### src/rtl/seg7_scan_driver.sv
// Multiplexed 7-segment driver: shadow-loaded digit codes scanned onto a shared segment bus.
// Optional leading-zero blanking is enabled by defining LEADING_ZERO_SUPPRESS_EN.
module seg7_scan_driver #(
  parameter int unsigned DIGITS   = 4,
  parameter int unsigned SCAN_DIV = 1024,
  parameter int unsigned CNT_W    = 10
) (
  input  logic                  clk,
  input  logic                  rst,
  input  logic                  load,
  input  logic [4*DIGITS-1:0]   nibbles,
  input  logic [DIGITS-1:0]     blank,
  output logic [6:0]            seg,
  output logic [DIGITS-1:0]     dig_sel,
  output logic                  frame_done
);

  localparam int unsigned IDX_W = (DIGITS > 1) ? $clog2(DIGITS) : 1;

  logic [CNT_W-1:0]         r_cnt;
  logic [IDX_W-1:0]         r_idx;
  logic [DIGITS-1:0][3:0]   r_code;
  logic [DIGITS-1:0]        r_blank;

  logic                     w_slot_end;
  logic                     w_frame_end;
  logic [DIGITS-1:0]        w_dark;
  logic [6:0]               w_seg;

  function automatic logic [6:0] f_decode(input logic [3:0] code);
    logic [6:0] s;
    case (code)
      4'd0:    s = 7'b1111110;
      4'd1:    s = 7'b0110000;
      4'd2:    s = 7'b1101101;
      4'd3:    s = 7'b1111001;
      4'd4:    s = 7'b0110011;
      4'd5:    s = 7'b1011011;
      4'd6:    s = 7'b1011111;
      4'd7:    s = 7'b1110010;
      4'd8:    s = 7'b1111111;
      4'd9:    s = 7'b1111011;
      4'd15:   s = 7'b0000001;
      default: s = 7'b0000000;
    endcase
    return s;
  endfunction

`ifdef LEADING_ZERO_SUPPRESS_EN
  logic [DIGITS-1:0] w_supp;

  // Walk from the most significant digit; a zero stays dark while everything above is zero or dark.
  always_comb begin
    logic v_all_zero_above;
    v_all_zero_above = 1'b1;
    w_supp           = '0;
    for (int k = DIGITS - 1; k >= 0; k--) begin
      w_supp[k]        = (k != 0) && v_all_zero_above && (r_code[k] == 4'd0);
      v_all_zero_above = v_all_zero_above && ((r_code[k] == 4'd0) || r_blank[k]);
    end
  end

  assign w_dark = r_blank | w_supp;
`else
  assign w_dark = r_blank;
`endif

  always_comb begin
    w_slot_end  = (r_cnt == CNT_W'(SCAN_DIV - 1));
    w_frame_end = w_slot_end && (r_idx == IDX_W'(DIGITS - 1));
    w_seg       = w_dark[r_idx] ? 7'b0000000 : f_decode(r_code[r_idx]);
  end

  // Shadow registers, scan counters and registered display outputs.
  always_ff @(posedge clk) begin
    if (rst) begin
      r_cnt      <= '0;
      r_idx      <= '0;
      r_code     <= '0;
      r_blank    <= '1;
      seg        <= '0;
      dig_sel    <= '0;
      frame_done <= 1'b0;
    end else begin
      if (load) begin
        r_code  <= nibbles;
        r_blank <= blank;
      end

      if (w_slot_end) begin
        r_cnt <= '0;
        if (r_idx == IDX_W'(DIGITS - 1)) r_idx <= '0;
        else                             r_idx <= r_idx + IDX_W'(1);
      end else begin
        r_cnt <= r_cnt + CNT_W'(1);
      end

      // First cycle of every slot is a dark guard cycle against ghosting.
      if (r_cnt == '0) begin
        seg     <= '0;
        dig_sel <= '0;
      end else begin
        seg     <= w_seg;
        dig_sel <= DIGITS'(1) << r_idx;
      end

      frame_done <= w_frame_end;
    end
  end

endmodule

### config.mk
export PLATFORM = sky130hd
export DESIGN_NAME = seg7_scan_driver
export DESIGN_NICKNAME = d
export VERILOG_FILES = /design/src/rtl/seg7_scan_driver.sv
export SDC_FILE = /design/constraint.sdc
export NUM_CORES = 1
export LEC_CHECK = 0
export CAP_MARGIN = 10
export CORE_ASPECT_RATIO = 1.75
export CORE_MARGIN = 5
export CORE_UTILIZATION = 51
export CTS_BUF_LIST = sky130_fd_sc_hd__clkbuf_16
export DETAILED_ROUTE_END_ITERATION = 8
export PLACE_DENSITY = 0.78
export SKIP_CTS_REPAIR_TIMING = 1
export SLEW_MARGIN = 15
export SYNTH_ARGS = -nofsm -noshare
export SYNTH_HDL_FRONTEND = slang
export SYNTH_SLANG_ARGS = --single-unit
### constraint.sdc
create_clock -name clk -period 2.72 [get_ports clk]
set_input_delay 0.68 -clock clk [delete_from_list [all_inputs] [get_ports clk]]
set_output_delay 0.68 -clock clk [all_outputs]
set_load 0.02 [all_outputs]
==> flow_summary_export.csv <==
group,metric,value,unit
global_route,grt_first_pass_wirelength,6.94,mm
clock_network,numCtsBuffers,5,
power,clkPwrFrac,39.2,%
layout,nNetsFinal,256,
critical_path,worstSetupPathType,"flop to flop",
clock_network,root_buffer,"clkbuf_16",
routing,wl_per_cell,15.0,µm
routing,drt_iter0_markers,33,
placed_design,pre_cts_ws,0.557,ns
yosys,synth_nets,222,
die,ios,35,
routing,drc,0,
power,cellPowerDensity,574,mW/mm²
routing,routed_wl,4.00,mm
critical_path,crit_cells,7,
timing,rsz0062_at_grt,"no",
timing,worst_slack,0.516,ns
timing,max_freq,454,MHz
critical_path,timing.rr.start,"r_idx[0]$_SDFFE_PP0N_",
die,die_h,91.2,µm
run_status,status,"finished, final reports clean",
timing,worst_slew_pin_slew,0.575,ns
routing,ant_nets,0,
clock_network,cts.clk_slew.worst_paths,0.06,ns
timing,fin_crit,2.20,ns
power,p_leak,0.00100,µW
power,pwr-share-comb,11.0,%
routing,dr.pass1.iters,4,
critical_path,setup.worst_path.start_class,"flop",
global_route,grt_pass1_vias,1551,
timing,final.setup.tns,0,ns
critical_path,cp-startpoint,"r_idx[0]$_SDFFE_PP0N_",
clock_network,cts_tree,"done",
global_route,gr-total-overflow,0,
clock_network,clockBufferDepth,2,
power,switching_share,22.2,%
placed_design,dp_cells,262,
clock_network,h-tree-depth,2,
layout,antenna_cells,0,
placed_design,gp_congestion,0.781,
power,switchingPower,307,µW
hold_path,hp-start,"r_cnt[0]$_SDFF_PP0_",
layout,layout.cells.non_filler,267,
critical_path,cp.arrival,2.42,ns
global_route,track_usage,17.0,%
yosys,postSynthCellCount,189,
placed_design,portBuffers,34,
yosys,yosys_warnings,0,
die,fp-row-count,29,
timing,slew_headroom,61.6,%
die,start_util,52.9,%
timing,period_share,81.0,%
global_route,grt_max_degree,28,
power,peakVddDrop,535,µV
critical_path,cp-end-kind,"flop",
critical_path,timing.critical_path.max_delay_family,"flip-flops",
layout,layout_commonest_cell,"dfxtp_1",
layout,syn2layout_area_growth,25.7,%
routing,via_per_inst,5.28,
clock_network,clock-sinks,44,
critical_path,crit_chain,"mux4_2 > inv_1 > ha_1 > inv_1 > a21oi_1 > o21ai_0 > a21oi_1",
hold_path,holdPathStages,1,
timing,finClkSkew,0.00622,ns
yosys,yosysSeqAreaShare,45.9,%
yosys,synth_seq_cells,44,
layout,final_cell_mix,"dfxtp_1 (44), clkdlybuf4s50_1 (34), nor2_1 (33)",
yosys,avgSynthCellArea,10.2,µm²
die,coreArea,0.00363,mm²
timing,slew_violations,0,
power,p_seq_share,49.8,%
hold_path,hold_path.class,"flop to flop",
power,p_int,1080,µW
global_route,antenna_found_initial,0,
critical_path,required,2.93,ns
die,dieArea,0.00514,mm²
yosys,ys_types,33,
timing,setup_viol,0,
critical_path,worstPathMaxFanout,14,
yosys,netlist_area,0.00192,mm²
critical_path,ff2ff_path_depth,7,
timing,finalHoldViolCount,0,
power,power,1380,µW
die,die_w,56.4,µm
critical_path,critPathMaxStageDelay,0.68,ns
placed_design,dp_hpwl,3.01,mm
routing,num_vias,1411,
flow_run,cap_violations,0,
critical_path,slowest_stage,"dfxtp_1",
critical_path,critical_path_buf_inv_count,2,
layout,drive_above_1_share,6.33,%
clock_network,clock_latency,0.28,ns
==> Yosys cell counts, drive strengths merged <==
library cell / instances / area (µm²)
dfxtp: 44 / 881
nor2: 33 / 124
mux2i: 20 / 200
ha: 10 / 125
a21oi: 9 / 48.8
inv: 7 / 26.3
nand2: 7 / 26.3
xor2: 7 / 61.3
nand3: 6 / 30.0
clkbuf: 5 / 18.8
mux4: 5 / 116
nor2b: 5 / 31.3
a211o: 4 / 35.0
buf: 4 / 26.3
and4: 3 / 26.3
o21ai: 3 / 15.0
nand2b: 2 / 15.0
nand4: 2 / 12.5
nor3b: 2 / 15.0
xnor2: 2 / 17.5
a211oi: 1 / 7.51
a21o: 1 / 7.51
a41oi: 1 / 8.76
and3: 1 / 6.26
and3b: 1 / 8.76
mux2: 1 / 11.3
nor4: 1 / 6.26
or2: 1 / 6.26
or3: 1 / 6.26
==> final cells by class <==
cell class / count / area, µm²
Tap cell: 46 / 57.6
Multi-Input combinational cell: 129 / 968
Sequential cell: 44 / 881
Timing Repair Buffer: 36 / 355
Clock buffer: 5 / 125
Fill cell: 300 / 1210
Inverter: 7 / 26.3
==> power groups by stage <==
stage	clock, µW	combinational [µW]	sequential, µW
final	543	152	689
after global routing	579	167	692
after CTS	550	154	689
after detailed placement	0	152	703
after global placement	0	144	702
after floorplan	0	86.3	704
==> flip-flops by register name (all words and copies together) (netlist names) <==
name,flops
r_blank,4
r_cnt,10
r_code,16
r_idx,2
seg,7
dig_sel,4
frame_done,1
==> final timing paths <==
path | endpoint | slack [ns]
max | seg[2]$_SDFF_PP0_ | 0.52
min | r_cnt[0]$_SDFF_PP0_ | 0.49
max reg2reg | seg[2]$_SDFF_PP0_ | 0.52
min reg2reg | r_cnt[0]$_SDFF_PP0_ | 0.49
==> through the flow <==
stage	utilization, %	hold slack (ns)	instance area [µm²]
finish	66.5	0.489	2410
global route	66.5	0.518	2410
CTS	66.5	0.497	2410
detailed placement	63.1	0.484	2290
global placement	63.1	0.450	2290
floorplan	-	0.438	1920
==> logic make-up after synthesis <==
logic type | share of synthesized area, %
mux | 17.1
simple gates | 16.4
compound gates | 6.38
fa+ha+maj | 6.51
flops | 45.9
xor+xnor | 4.10
buf+inv | 3.71
==> per-layer routing <==
metal	vias up	track usage (%)	wire length [µm]
met5	-	0	0
met4	0	8.71	85
met3	7	4.40	160
met2	31	31.9	2350
met1	664	16.6	1410
li1	709	-	-
Power figures use the tool's default switching activity.
